==> config.mk <==
export PLATFORM = sky130hd
export DESIGN_NAME = vc_ram_queue
export DESIGN_NICKNAME = d
export VERILOG_FILES = /design/src/rtl/vc_ram_queue.sv
export SDC_FILE = /design/constraint.sdc
export NUM_CORES = 1
export LEC_CHECK = 0
export CORE_AREA = 8 8 45 47
export CTS_BUF_LIST = sky130_fd_sc_hd__clkbuf_8
export DETAILED_ROUTE_END_ITERATION = 7
export DIE_AREA = 0 0 53 55
export GPL_ROUTABILITY_DRIVEN = 1
export PLACE_DENSITY = 0.44
export SLEW_MARGIN = 15
export SYNTH_ARGS = -nofsm -noshare
export SYNTH_HDL_FRONTEND = slang
export SYNTH_SLANG_ARGS = --single-unit
==> constraint.sdc <==
create_clock -name clk -period 2.1 [get_ports clk]
set_clock_uncertainty 0.2 [all_clocks]
set_input_delay 0.42 -clock clk [delete_from_list [all_inputs] [get_ports clk]]
set_output_delay 0.42 -clock clk [all_outputs]
set_load 0.01 [all_outputs]
==> src/rtl/vc_ram_queue.sv <==
// vc_ram_queue: val/rdy FIFO over a 1W/1R flop RAM; define VC_RAM_QUEUE_BYPASS_EN for a bypass queue.
module vc_ram_queue #(
  parameter int DATA_SZ = 1,
  parameter int ENTRIES = 2,
  parameter int ADDR_SZ = 1
)(
  input  logic               clk,
  input  logic               reset_p,
  input  logic               enq_val,
  output logic               enq_rdy,
  input  logic [DATA_SZ-1:0] enq_bits,
  output logic               deq_val,
  input  logic               deq_rdy,
  output logic [DATA_SZ-1:0] deq_bits,
  output logic [ADDR_SZ:0]   num_free_entries
);
  localparam logic [ADDR_SZ:0]   DEPTH = (ADDR_SZ+1)'(ENTRIES);
  localparam logic [ADDR_SZ-1:0] LAST  = ADDR_SZ'(ENTRIES-1);
  logic [DATA_SZ-1:0] mem_q [ENTRIES];
  logic [ADDR_SZ-1:0] enq_ptr_q, enq_ptr_d, deq_ptr_q, deq_ptr_d, enq_ptr_inc, deq_ptr_inc;
  logic               full_q, full_d, empty, enq_fire, deq_fire, wr_en, rd_adv, pass;
  logic [ADDR_SZ:0]   occ;
  always_comb begin
    empty = (enq_ptr_q == deq_ptr_q) && !full_q;
    enq_rdy = !full_q;
`ifdef VC_RAM_QUEUE_BYPASS_EN
    deq_val = !empty || enq_val;
    deq_bits = empty ? enq_bits : mem_q[deq_ptr_q];
`else
    deq_val = !empty;
    deq_bits = mem_q[deq_ptr_q];
`endif
    enq_fire = enq_val && enq_rdy;
    deq_fire = deq_val && deq_rdy;
`ifdef VC_RAM_QUEUE_BYPASS_EN
    pass = empty && enq_fire && deq_fire;
`else
    pass = 1'b0;
`endif
    // a passed-through entry never touches the RAM or the pointers
    wr_en = enq_fire && !pass;
    rd_adv = deq_fire && !pass;
    enq_ptr_inc = (enq_ptr_q == LAST) ? '0 : enq_ptr_q + ADDR_SZ'(1);
    deq_ptr_inc = (deq_ptr_q == LAST) ? '0 : deq_ptr_q + ADDR_SZ'(1);
    enq_ptr_d = wr_en ? enq_ptr_inc : enq_ptr_q;
    deq_ptr_d = rd_adv ? deq_ptr_inc : deq_ptr_q;
    full_d = (wr_en && !rd_adv) ? (enq_ptr_inc == deq_ptr_q) :
             (rd_adv && !wr_en) ? 1'b0 : full_q;
    occ = {1'b0, enq_ptr_q} - {1'b0, deq_ptr_q} + ((enq_ptr_q < deq_ptr_q) ? DEPTH : '0);
    num_free_entries = full_q ? '0 : DEPTH - occ;
  end
  always_ff @(posedge clk)
    if (wr_en && !reset_p) mem_q[enq_ptr_q] <= enq_bits;
  always_ff @(posedge clk) begin
    if (reset_p) begin
      enq_ptr_q <= '0;
      deq_ptr_q <= '0;
      full_q <= 1'b0;
    end else begin
      enq_ptr_q <= enq_ptr_d;
      deq_ptr_q <= deq_ptr_d;
      full_q <= full_d;
    end
  end
endmodule
Word level (Yosys, flattened, before mapping) --
Memories as Yosys holds them, arrays and structs flattened. A register that Yosys moved wholly into a read port is not among the register bits. Cells that the tools add are included.
Word-level totals: flip-flop bits (word level) 3, bits in latches 0, RAM bits 2, memory bits (read-only) 0, bits of input ports 5, output and inout port bits 5, logic and storage cells 34, memories kept 1
Memories:
- mem_q | depth 2, bits a word 1, rd ports 1, clocked after memory_dff 1, wr ports 1, line 19 | logic [DATA_SZ-1:0] mem_q [ENTRIES];
Operators by class: add/sub/neg operators 5, multiply operators 0, div/mod/pow operators 0, $lt $le $gt $ge 1, equal/unequal tests 2, shifts and indexed selects 0, mux-type cells 10, bitwise logic cells 0, reductions and logical operators 12
Operators by type and width (number):
- 1-bit 2-to-1 mux | 8
- 1-bit logical AND | 6
- 1-bit zero test | 5
- 2-bit 2-to-1 mux | 2
- 1-bit adder, second input constant | 2
- 2-bit adder | 1
- 1-bit equality test | 2
- 2-bit nonzero test | 1
- 1-bit by 1-bit subtractor with 2-bit output | 1
- 2-bit subtractor, first input constant | 1
- 1-bit < comparator | 1

Depth between registers and ports, before layout --
Gate-level depths: netlist of the first run.
depth in word-level cells 7, gate-level depth with buffers 7

Worst setup path after synthesis of the first run --
Ideal clock, no wire load.
path type register -> register, start point reg enq_ptr_q, end point reg full_q, setup time 0.070 ns, arrival 1.411 ns, required time 1.830 ns, path slack 0.419 ns, cell stages (with the launch flop) 8, path buffers 0, clock period less this slack 1.681 ns, cell sequence dfxtp_1 > xor2_1 > nor2_1 > inv_1 > nand2_1 > ha_1 > nand3b_1 > a21oi_1
On the way: cells in the longest elaborated chain, start to end 7
Ends and longest elaborated chain:
- start: declaration | line 20 | logic [ADDR_SZ-1:0] enq_ptr_q, enq_ptr_d, deq_ptr_q, deq_ptr_d, enq_ptr_inc, deq_ptr_inc;
- start signal: assignment | line 60 | enq_ptr_q <= enq_ptr_d;
- 1-bit equality test * | line 24 | empty = (enq_ptr_q == deq_ptr_q) && !full_q;
- 1-bit logical AND * | line 24
- 1-bit zero test * | line 30 | deq_val = !empty;
- via deq_val | line 12 | output logic deq_val,
- 1-bit logical AND * | line 34 | deq_fire = deq_val && deq_rdy;
- 1-bit zero test | line 47 | full_d = (wr_en && !rd_adv) ? (enq_ptr_inc == deq_ptr_q) :
- 1-bit logical AND | line 47
- 1-bit 2-to-1 mux or 2-bit nonzero test (tied branches)
- end signal: assignment | line 62 | full_q <= full_d;
- end: declaration | line 21 | logic full_q, full_d, empty, enq_fire, deq_fire, wr_en, rd_adv, pass;
Mark *: on every way through the listed nets, which the timed path passes. The rest lies on a longest branch. A chain may end at the register's enable or synchronous reset.

==> metrics.csv, run 1 <==
metric,value,unit
status,"complete, no violations",
drt pass-1 iters,2,
crit path to,deq_bits,
Least-Margin Pin Slew,0.2860,ns
IO Count,10,
fin. max-slew vios,0,
final worst path period share,92.78,%
CP endpoint kind,primary output,
area post-placement,386.6,sq um
H-tree levels,1,
largest net degree at the start of global routing,7,
gr usage total,5.096,%
Post-Synth XOR/XNOR Area,6.335,%
Slew HR,80.73,%
Core Box Area,1384,sq um
slowest CP cell,clkdlybuf4s50_1,
P_leak,0.0002033,uW
max cap viols,0,
share of cells above drive strength 1,25.00,%
total negative slack,0,ns
"top cells by count, synth","dfxtp_1, nand2_1, nor2_1",
hold_sp,full_q,
final net count,48,
DP Wirelength,493.2,microns
WL/cell,11.82,microns
Syn-to-layout area delta,68.78,%
Synth Instances,27,
startpoint types,register,
"Remaining Overflow, GRT",0,
"Clk Latency, worst-skew pair",0.22,ns
most instantiated library cell after synthesis,dfxtp_1,
Post-Syn Area,276.5,sq um
vias in the first global route,261,
Worst Path Buf+Inv,1,
#FFs+latches synth,6,
hold_buf cts,0,
fin area,466.7,sq um
Final Wtd Congestion,0.6937,
CTS tree,built,
die height,55,microns
number of vias per cell,4.375,
CTS buffer count,3,
first-pass GRT wire length,1.076,mm
Final Hold Viols,0,
crit-path max FO,1,
RSZ-0062 raised after global routing,false,
Mapped Nets,33,
Std-Cell Rows,14,
Antenna diodes,0,
drt total wl,662,microns
synth unique cells,17,
vias after detailed routing,245,
Layout fillers,137,
Levels on crit path,2,
Worst path top cell family by delay,buffers and inverters,
Max clock buf depth,2,
Port Buffers,9,
critical path type,register to primary output,
"FFs w/ async S/R, synth",0,%
combinational family with the most area after synthesis,simple AND/OR/NAND/NOR gates,
Finish-stage setup viols,0,
reg2reg start,enq_ptr_q,
"area leader, netlist",dfxtp_1,
post-layout util,33.73,%
CP cell instances,"mux2_2, clkdlybuf4s50_1",
DRT iter0 DRCs,4,
post-synthesis mux area share,4.072,%
Area contributors post-synth,"dfxtp_1, edfxtp_1, a211oi_1",
root buf cell,clkbuf_8,
Die Width,53,microns
area fraction in compound gates after synthesis,9.050,%
top_reg_cell synth,dfxtp_1,
VDD IR max,0.3448,mV
cells on worst reg2reg path,7,
die area,2915,sq um
Post-synth EDFFs,2,
PD cells,899.8,nW/um^2
Clock Sinks,6,
Post-Synth Simple-Gate Area,22.62,%
"Clk pin slew, worst setup/hold paths",0.04,ns
mean post-synth cell area,10.24,sq um
Yosys warnings,0,
Worst Path Arrival,1.33,ns
Adder-Cell Fraction of Synth Area,4.525,%
Initial Utilization,19.98,%
post-synthesis sequential area ratio,50.68,%
Residual DRC,0,
max incr delay on CP,0.48,ns
HP Class,register to register,
FMAX,513.2,MHz
Tmin final,1.948,ns
Worst EP required,1.48,ns
share of the synthesized area in the top cell type,28.96,%
initial antenna violation count,0,
Crit Reg-Reg Endpoint,full_q,
Reg2Reg Setup Slack,0.50,ns
post-route ant nets,0,
## routing by layer
metal  global-route usage (%)  vias up  wire, microns
met3                    2.941        0             45
met4                    2.586        0              0
met5                        0        -              0
met1                    5.360      116            283
met2                    8.008        9            333
li1                         -      120              -
## metrics by stage
| step | worst slack [ns] | hold WS, ns | total power [uW] | instances |
|---|---|---|---|---|
| 3_3_place_gp | 0.1750 | 0.3049 | 238.2 | 52 |
| 3_5_place_dp | 0.1376 | 0.3109 | 239.1 | 52 |
| 2_1_floorplan | 0.4194 | 0.2692 | 186.4 | 27 |
| 4_1_cts | 0.004173 | 0.3138 | 422.1 | 56 |
| 6_report | 0.1515 | 0.3095 | 419.9 | 56 |
| 5_1_grt | 0.1043 | 0.3562 | 440.3 | 56 |
## layout by cell type, fill, tap and decap left out
cell type	synthesis	final
buf_4	0	1
and2_2	1	1
nor3b_1	1	1
clkbuf_8	0	3
nand3b_1	1	1
ha_1	1	1
dfxtp_4	0	1
and2b_1	1	1
nand2_1	3	3
a21oi_1	1	1
clkdlybuf4s50_1	0	6
xnor2_1	1	1
nor2_1	3	3
edfxtp_1	2	2
mux2_2	1	1
and3b_2	1	1
a211oi_1	2	2
o21ai_0	1	1
xor2_4	0	1
dfxtp_1	4	2
dfxtp_2	0	1
inv_1	2	2
dlymetal6s2s_1	0	3
## kinds of logic after synthesis
family	count (synthesis)
adders and majority gates	1
xor gates and xnor gates	2
AOI/OAI and AO/OA	4
DFF	6
and+or+nand+nor	11
buffers and inverters	2
muxes	1
## layout make-up
type | instances | area (sq um) | share of cell area, %
clock buffers | 3 | 41.29 | 8.847
inverters | 2 | 7.507 | 1.609
multi-input cells | 19 | 147.6 | 31.64
flip-flops and latches | 6 | 145.1 | 31.10
well taps | 16 | 20.02 | 4.290
repair buffers | 10 | 105.1 | 22.52
## worst min path at each step
stage	end	slack (ns)	cells past startpoint
global route	full_q	0.36	2
detailed placement	full_q	0.31	2
global placement	full_q	0.30	2
CTS	full_q	0.31	2
floorplan	full_q	0.27	2
finish	full_q	0.31	2
## worst min-delay path: cells and delay by family (launching register included)
family,cells,cell delay (ns)
compound gates,1,0.05
flops,1,0.34
simple gates,1,0.07
## where the power goes
part           internal [uW]  leakage (uW)  switching (uW)  total [uW]
Combinational           61.4      0.000129            42.1         104
Clock                    123     0.0000216            49.1         172
Sequential               131     0.0000523            12.7         144
Total                    316      0.000203             104         420
## what timing repair did
item	in CTS	in global routing
buffers inserted	1	0
hold endpoints to repair	0	0
pin swaps	1	1
setup endpoints to repair	3	3
gates resized for setup	3	5
No activity file was read; power rests on OpenSTA's default activity.
==> inputs of run 2 (changes only) <==
--- a/config.mk
+++ b/config.mk
@@ -9,7 +9,6 @@
 export CTS_BUF_LIST = sky130_fd_sc_hd__clkbuf_8
 export DETAILED_ROUTE_END_ITERATION = 7
 export DIE_AREA = 0 0 53 55
-export GPL_ROUTABILITY_DRIVEN = 1
 export PLACE_DENSITY = 0.44
 export SLEW_MARGIN = 15
 export SYNTH_ARGS = -nofsm -noshare
==> constraint.sdc (replaced) <==
create_clock -name clk -period 2.05 [get_ports clk]
set_clock_uncertainty 0.2 [all_clocks]
set_input_delay 0.41 -clock clk [delete_from_list [all_inputs] [get_ports clk]]
set_output_delay 0.41 -clock clk [all_outputs]
set_load 0.01 [all_outputs]
==> run 2 against run 1 <==
  * Sequential share of layout area increased by 0.92 points
  * Total power increased by 0.13%
  * Combinational power decreased by 5%
  * Highest routed layer unchanged
==> metrics.csv, run 2 (synthesized netlist as in run 1, its figures left out) <==
metric,value,unit,change
fin area,445.4,sq um,-4.6%
Std-Cell Rows,14,,unchanged
startpoint types,register,,
drt total wl,661,microns,-0.15%
largest net degree at the start of global routing,7,,unchanged
vias after detailed routing,240,,-2.0%
IO Count,10,,unchanged
die height,55,microns,unchanged
first-pass GRT wire length,1.076,mm,unchanged
Port Buffers,9,,unchanged
"Clk pin slew, worst setup/hold paths",0.04,ns,about the same
Die Width,53,microns,unchanged
CP endpoint kind,primary output,,
VDD IR max,0.3529,mV,+2.4%
crit-path max FO,1,,unchanged
vias in the first global route,261,,unchanged
CTS buffer count,3,,unchanged
drt pass-1 iters,3,,+1
Tmin final,1.938,ns,
"commonest non-fill, non-tap cell in the layout",clkdlybuf4s50_1,,
critical path type,register to primary output,,
Least-Margin Pin Slew,0.2900,ns,+0.004046 ns
Worst path top cell family by delay,buffers and inverters,,
slowest CP cell,clkdlybuf4s50_1,,
initial antenna violation count,0,,unchanged
WL/cell,11.80,microns,-0.15%
gr usage total,5.096,%,unchanged
P_leak,0.0001819,uW,-11%
Residual DRC,0,,unchanged
"Remaining Overflow, GRT",0,,unchanged
final worst path period share,94.56,%,
Max clock buf depth,2,,unchanged
share of cells above drive strength 1,25.00,%,unchanged
final hold slack,0.3088,ns,-0.0007330 ns
post-route ant nets,0,,unchanged
Clock Sinks,6,,unchanged
Worst EP required,1.44,ns,-0.04 ns
Layout fillers,141,,+2.9%
final net count,48,,unchanged
Antenna diodes,0,,unchanged
CTS tree,built,,
root buf cell,clkbuf_8,,
Core Box Area,1384,sq um,unchanged
post-layout util,32.19,%,-1.5 points
DRT iter0 DRCs,3,,-1
max cap viols,0,,unchanged
PD cells,944.0,nW/um^2,+4.9%
"Clk Latency, worst-skew pair",0.22,ns,about the same
area post-placement,386.6,sq um,unchanged
total negative slack,0,ns,unchanged
HP Class,register to register,,
FMAX,515.9,MHz,
die area,2915,sq um,unchanged
number of vias per cell,4.286,,-2.0%
Final Wtd Congestion,0.6937,,unchanged
status,"complete, no violations",,
Final Hold Viols,0,,unchanged
Syn-to-layout area delta,61.09,%,
fin. max-slew vios,0,,unchanged
Total Power,420.5,uW,+0.13%
CP cell instances,"mux2_2, clkdlybuf4s50_1",,
Finish-stage setup viols,0,,unchanged
Worst Path Buf+Inv,1,,unchanged
RSZ-0062 raised after global routing,false,,
DP Wirelength,493.2,microns,unchanged
Worst Path Arrival,1.33,ns,about the same
"commonest non-fill, non-tap cells in the layout","clkdlybuf4s50_1, nor2_1, nand2_1, clkbuf_8",,
Initial Utilization,19.98,%,unchanged
max incr delay on CP,0.48,ns,about the same
Slew HR,80.46,%,-0.27 points
H-tree levels,1,,unchanged
## run 2: cell types whose count changed in the layout (fill, tap and decap cells not counted), sizes merged
cell          before  now
dlygate4sd2        0    2
dlymetal6s2s       3    1
## run 2: final timing paths
check / start / to / slack, ns / depth (start not counted)
worst max-delay path: register / deq_bits / 0.11 / 2
worst min-delay path: full_q / full_q / 0.31 / 2
worst min register to register: full_q / full_q / 0.31 / 2
worst max register to register: enq_ptr_q / full_q / 0.44 / 7
## run 2: tightest hold or removal path, stage by stage, from the launching register on
cell     delay, ns
dfxtp_1       0.34
nand2_1       0.07
a21oi_1       0.05
## run 2: metrics by stage
step | setup WS (ns) | cells
after floorplan | 0.3694 | 27
after CTS | 0.008104 | 56
after global routing | 0.06433 | 56
after global placement | 0.1350 | 52
final | 0.1115 | 56
after detailed placement | 0.09759 | 52
## run 2: power breakdown
group	switching (uW)	internal (uW)	leakage [uW]
registers	10.3	134	0.0000520
clock network	50.4	126	0.0000216
logic	43.3	55.8	0.000108
total	104	316	0.000182
## run 2: per-layer routing
metal  vias up  wire (microns)  GRT usage [%]
li1        120               -              -
met1       111             290          5.360
met2         9             325          8.008
met3         0              45          2.941
met4         0               0          2.586
met5         -               0              0
## run 2: repair_timing
action                     4_1_cts  5_1_grt
hold endpoints to repair         0        0
cloned                           0        0
pin swaps                        1        0
setup buffers                    1        0
setup endpoints to repair        3        1
resized for setup                5        1
hold buffers                     0        0
## run 2: cell type report
type | instances | area (sq um) | share of cell area [%]
clock buffer | 3 | 41.29 | 9.270
inverter | 2 | 7.507 | 1.685
multi-input combinational | 19 | 136.4 | 30.62
sequential | 6 | 142.6 | 32.02
tap | 16 | 20.02 | 4.494
timing repair buffer | 10 | 97.59 | 21.91
